===== src/rtl/mux1_arbiter_if.sv =====
// Request/grant/result bundle between the two clients and the MUX1 arbiter.
interface mux1_arbiter_if;
  logic       req0;
  logic [6:0] op0;
  logic       req1;
  logic [6:0] op1;
  logic       gnt0;
  logic       gnt1;
  logic       res_valid;
  logic       res;
  logic       res_bar;
  logic       res_id;
  logic       busy;

  // Client side: raises requests and operands, watches grants and results.
  modport master (
    output req0, op0, req1, op1,
    input  gnt0, gnt1, res_valid, res, res_bar, res_id, busy
  );

  // Arbiter side.
  modport slave (
    input  req0, op0, req1, op1,
    output gnt0, gnt1, res_valid, res, res_bar, res_id, busy
  );
endinterface


===== src/rtl/mux1_arbiter.sv =====
// Round-robin arbiter sharing one MUX1 select unit between two requesters.
//
// state | meaning
// IDLE  | waiting for a request; captures the winner's operands on the edge
// EVAL  | MUX1 evaluates op_reg; result registered on the edge
// RESP  | result visible; returns to IDLE (requests ignored)
module mux1_arbiter (
  input  logic          clk,
  input  logic          rst_n,
  mux1_arbiter_if.slave bus
);

  typedef enum logic [1:0] {IDLE, EVAL, RESP} state_t;

  state_t     state;
  logic       ptr;
  logic [6:0] op_reg;
  logic       id_reg;
  logic       mux_out;
  logic       mux_out_bar;
  logic       winner;

  // MUX1: Sel=1 gives XNOR of A/B/C, Sel=0 gives (D0&D1)|D2; fed only from op_reg.
  always_comb begin
    if (op_reg[6]) mux_out = ~(op_reg[5] ^ op_reg[4] ^ op_reg[3]);
    else           mux_out = (op_reg[0] & op_reg[1]) | op_reg[2];
    mux_out_bar = ~mux_out;
  end

  // Winner: a lone requester always wins; under contention ptr decides.
  always_comb begin
    winner = (bus.req0 && bus.req1) ? ptr : bus.req1;
  end

  // Sequencing FSM with all outputs registered.
  always_ff @(posedge clk or negedge rst_n) begin
    if (!rst_n) begin
      state         <= IDLE;
      ptr           <= 1'b0;
      op_reg        <= 7'd0;
      id_reg        <= 1'b0;
      bus.gnt0      <= 1'b0;
      bus.gnt1      <= 1'b0;
      bus.res_valid <= 1'b0;
      bus.res       <= 1'b0;
      bus.res_bar   <= 1'b1;
      bus.res_id    <= 1'b0;
      bus.busy      <= 1'b0;
    end else begin
      bus.gnt0      <= 1'b0;
      bus.gnt1      <= 1'b0;
      bus.res_valid <= 1'b0;
      case (state)
        IDLE: begin
          if (bus.req0 || bus.req1) begin
            op_reg   <= winner ? bus.op1 : bus.op0;
            id_reg   <= winner;
            bus.gnt0 <= ~winner;
            bus.gnt1 <= winner;
            bus.busy <= 1'b1;
            state    <= EVAL;
          end
        end
        EVAL: begin
          bus.res       <= mux_out;
          bus.res_bar   <= mux_out_bar;
          bus.res_id    <= id_reg;
          bus.res_valid <= 1'b1;
          ptr           <= ~id_reg;
          state         <= RESP;
        end
        RESP: begin
          bus.busy <= 1'b0;
          state    <= IDLE;
        end
        default: begin
          bus.busy <= 1'b0;
          state    <= IDLE;
        end
      endcase
    end
  end

endmodule

===== src/flat_wrapper.sv =====
// flat-port wrapper written by rule: the top's interface ports become plain ports
module mux1_arbiter_flat 
  (clk, rst_n, bus_req0, bus_op0, bus_req1, bus_op1, bus_gnt0, bus_gnt1, bus_res_valid, bus_res, bus_res_bar, bus_res_id, bus_busy);
  mux1_arbiter_if bus_i ();
  input  logic clk;
  input  logic rst_n;
  input wire logic [$bits(bus_i.req0)-1:0] bus_req0;
  input wire logic [$bits(bus_i.op0)-1:0] bus_op0;
  input wire logic [$bits(bus_i.req1)-1:0] bus_req1;
  input wire logic [$bits(bus_i.op1)-1:0] bus_op1;
  output wire logic [$bits(bus_i.gnt0)-1:0] bus_gnt0;
  output wire logic [$bits(bus_i.gnt1)-1:0] bus_gnt1;
  output wire logic [$bits(bus_i.res_valid)-1:0] bus_res_valid;
  output wire logic [$bits(bus_i.res)-1:0] bus_res;
  output wire logic [$bits(bus_i.res_bar)-1:0] bus_res_bar;
  output wire logic [$bits(bus_i.res_id)-1:0] bus_res_id;
  output wire logic [$bits(bus_i.busy)-1:0] bus_busy;
  assign bus_i.req0 = bus_req0;
  assign bus_i.op0 = bus_op0;
  assign bus_i.req1 = bus_req1;
  assign bus_i.op1 = bus_op1;
  assign bus_gnt0 = bus_i.gnt0;
  assign bus_gnt1 = bus_i.gnt1;
  assign bus_res_valid = bus_i.res_valid;
  assign bus_res = bus_i.res;
  assign bus_res_bar = bus_i.res_bar;
  assign bus_res_id = bus_i.res_id;
  assign bus_busy = bus_i.busy;
  mux1_arbiter u_core (.clk(clk), .rst_n(rst_n), .bus(bus_i));
endmodule

===== config.mk =====
export PLATFORM = sky130hd
export DESIGN_NAME = mux1_arbiter_flat
export DESIGN_NICKNAME = d
export VERILOG_FILES = /design/src/rtl/mux1_arbiter_if.sv /design/src/rtl/mux1_arbiter.sv /design/src/flat_wrapper.sv
export SDC_FILE = /design/constraint.sdc
export NUM_CORES = 1
export LEC_CHECK = 0
export BUFFER_PORTS_ARGS = -buffer_cell sky130_fd_sc_hd__buf_2
export CAP_MARGIN = 20
export CORE_MARGIN = 2
export CORE_UTILIZATION = 43
export DETAILED_ROUTE_END_ITERATION = 16
export PLACE_DENSITY = 0.67
export REMOVE_ABC_BUFFERS = 1
export SLEW_MARGIN = 0
export SYNTH_ARGS = -nofsm -noshare
export SYNTH_HDL_FRONTEND = slang
export SYNTH_SLANG_ARGS = --single-unit

===== constraint.sdc =====
create_clock -name clk -period 2 [get_ports clk]
set_input_delay 0.2 -clock clk [delete_from_list [all_inputs] [get_ports clk]]
set_output_delay 0.2 -clock clk [all_outputs]
set_load 0.02 [all_outputs]

==> results.sh <==
export IMPL_status="complete, no violations"
export IMPL_cellPowerDensity_nw_per_um2=1510
export IMPL_fin_nets=120
export IMPL_fin_crit_sh_pct=62.6
export IMPL_top_layer_used="met4"
export IMPL_n_fill_cell=160
export IMPL_hold_class="input port to register"
export IMPL_crit_family="XOR/XNOR gates"
export IMPL_netlist_instances=75
export IMPL_pwr_share_comb_pct=42.1
export IMPL_vias_per_cell=5.03
export IMPL_final_setup_viol_count=0
export IMPL_rr_worst_depth=3
export IMPL_area_delta_synth_final_pct=21.3
export IMPL_whs_path_depth=3
export IMPL_cp_cell_sequence="xor3_1 > a211oi_2 > a21o_1"
export IMPL_fmax_ghz=0.799
export IMPL_rows=15
export IMPL_critPathArrivalTime_ns=1.49
export IMPL_drv_cap=0
export IMPL_p_leak_nw=0.472
export IMPL_worstMarginPinSlew_ns=0.437
export IMPL_slowest_stage="xor3_1"
export IMPL_wl_um=1610
export IMPL_root_buffer="clkbuf_4"
export IMPL_yosys_area_top_type_share_pct=54.5
export IMPL_overflow=0
export IMPL_hold_viol_final=0
export IMPL_reg2reg_from="u_core.op_reg[4]$_DFFE_PN0P_"
export IMPL_yosys_area_top_type="dfrtp_1"
export IMPL_fin_crit_ns=1.25
export IMPL_diodes=0
export IMPL_mostFrequentLayoutCells="buf_2 (24), dfrtp_1 (17), a21oi_1 (9)"
export IMPL_vias=634
export IMPL_critPathKind="register to register"
export IMPL_relSlewSlack_pct=70.8
export IMPL_cp_required_ns=2.23
export IMPL_met3_length_um=56
export IMPL_grt_pass1_wl_um=2460
export IMPL_cts_max_path_buffers=2
export IMPL_clkTransAtPathRegs_ns=0.10
export IMPL_reg2reg_to="u_core.bus.res$_DFFE_PN0P_"
export IMPL_cts_tree="done"
export IMPL_cts_resized=0
export IMPL_grt_pass1_vias=546
export IMPL_seqPwrFrac_pct=45.1
export IMPL_async_reset_ff_share_pct=100
export IMPL_ant_nets=0
export IMPL_cp_buffers_inverters=0
export IMPL_ys_seq_elements=18
export IMPL_yosysWarnings=0
export IMPL_die_area_um2=2170
export IMPL_synthDistinctLibCells=22
export IMPL_die_w_um=46.6
export IMPL_p_switching_uw=559
export IMPL_worstSkewPairLatency_ns=0.29
export IMPL_cts_htree_levels=1
export IMPL_coreArea_um2=1710
export IMPL_syn_area_per_cell_um2=10.4
export IMPL_path_depth=3
export IMPL_layout_drive_gt1_share_pct=32.7
export IMPL_power_mw=1.43
export IMPL_largest_reg_flops=7
export IMPL_fp_dieH_um=46.6
export IMPL_tns_ns=0
export IMPL_clkPwrFrac_pct=12.8
export IMPL_place_congestion=0.803
export IMPL_r2r_setup_slack_ns=0.75
export IMPL_min_delay_worst_endpoint="u_core.op_reg[4]$_DFFE_PN0P_"
export IMPL_fin_worst_skew_ns=0.00573
export IMPL_cts_inserted_buffers=3
export IMPL_drcViolationCount=0
export IMPL_syn_area_um2=781
export IMPL_rsz0062_at_grt="false"
export IMPL_slew_violations=0
export IMPL_crit_path_max_incr_delay_ns=0.44
export IMPL_critPathCaptureType="register"
export IMPL_synthTopCellsByArea="dfrtp_1 (54%), a21oi_1 (5.8%), a31oi_1 (5.6%), o21ai_0 (5.1%), nand3_1 (4.5%)"
export IMPL_wl_per_cell_um=12.8
export IMPL_grt_max_degree=19
export IMPL_worstPathMaxFanout=2
export IMPL_cts_sinks=18
export IMPL_antenna_found_initial=0
export IMPL_dpl_hpwl_um=1210
export IMPL_start_util_pct=45.7
export IMPL_intPower_uw=876
export IMPL_p_sw_share_pct=38.9
export IMPL_ys_seq_area_share_pct=57.9
export IMPL_ir_drop_mv=0.688
export IMPL_routedLengthMet1_um=744
export IMPL_wl_met2_um=766
export IMPL_min_from="bus_op0[4]"
export IMPL_mostFrequentLayoutCell="buf_2"
export IMPL_finish_utilization_pct=55.5
export IMPL_synth_edff_count=0
export IMPL_drt_iter0_drc=10
export IMPL_crit_start="u_core.op_reg[4]$_DFFE_PN0P_"
export IMPL_multi_input_area_um2=289
export IMPL_io_buffers=24
export IMPL_grt_usage_pct=17.0
export IMPL_synth_ff_type="dfrtp_1"
export IMPL_cp_start_kind="register"
export IMPL_dr_pass1_iters=4
export IMPL_regArea_um2=452
export IMPL_ios=25
-- power groups by stage --
| stage | Combinational [mW] | Sequential [mW] | Clock, mW |
|---|---|---|---|
| after floorplan | 0.365 | 0.718 | 0 |
| after global placement | 0.599 | 0.652 | 0 |
| after detailed placement | 0.612 | 0.656 | 0 |
| after CTS | 0.614 | 0.649 | 0.187 |
| after global routing | 0.675 | 0.668 | 0.201 |
| final | 0.604 | 0.647 | 0.184 |
-- how the worst max path moves through the flow --
| stage | endpoint | slack, ns |
|---|---|---|
| after floorplan | u_core.bus.res$_DFFE_PN0P_ | 0.88 |
| after global placement | u_core.bus.res$_DFFE_PN0P_ | 0.79 |
| after CTS | u_core.bus.res$_DFFE_PN0P_ | 0.73 |
| after detailed placement | u_core.bus.res$_DFFE_PN0P_ | 0.76 |
| final | u_core.bus.res$_DFFE_PN0P_ | 0.75 |
| after global routing | u_core.op_reg[6]$_DFFE_PN0P_ | 0.66 |
-- repair_timing --
| item | 4_1_cts | 5_1_grt |
|---|---|---|
| hold endpoints to repair | 17 | 0 |
| hold buffers | 1 | 0 |
| buffers inserted | 0 | 0 |
-- final cells by class --
class	instances	area share [%]
flip-flops and latches	18	47.7
repair buffers	25	13.7
well taps	25	3.30
multi-input cells	49	30.5
inverters	5	1.98
clock buffers	4	2.77
-- worst register-to-register path, cell delays in order, from the launching register on --
cell and delay [ns]:
dfrtp_1 0.37, xor3_1 0.44, a211oi_2 0.27, a21o_1 0.11
-- synthesized netlist by cell type, types with 2 or more instances --
master,count
buf_2,2
a21oi_1,9
a21o_1,2
nand2b_1,2
o21ai_0,8
dfrtp_1,17
inv_1,4
nand2_1,3
nand3_1,7
nor2_1,3
a31oi_1,7
-- metal layers --
metal / global-route usage, % / up-vias
li1: - / 316
met1: 21.7 / 302
met2: 25.6 / 12
met3: 3.53 / 4
met4: 11.7 / 0
met5: 0 / -
-- kinds of logic (layout without fill, tap and decap cells) --
| group | after synthesis | after routing | share of synthesized area (%) |
|---|---|---|---|
| XOR/XNOR | 1 | 1 | 3.04 |
| AND/OR/NAND/NOR | 20 | 20 | 13.0 |
| flip-flops | 18 | 18 | 57.9 |
| AO/OA/AOI/OAI | 28 | 28 | 21.0 |
| buffers and inverters | 8 | 34 | 5.13 |
-- per-stage QoR --
step	setup slack [ns]	hold slack [ns]	std cells	area [um2]
global route	0.658	0.177	126	947
CTS	0.726	0.170	126	947
finish	0.748	0.169	126	947
global placement	0.791	0.144	121	911
detailed placement	0.756	0.146	121	911
floorplan	0.877	-0.0956	72	759
Power figures use the tool's default switching activity.
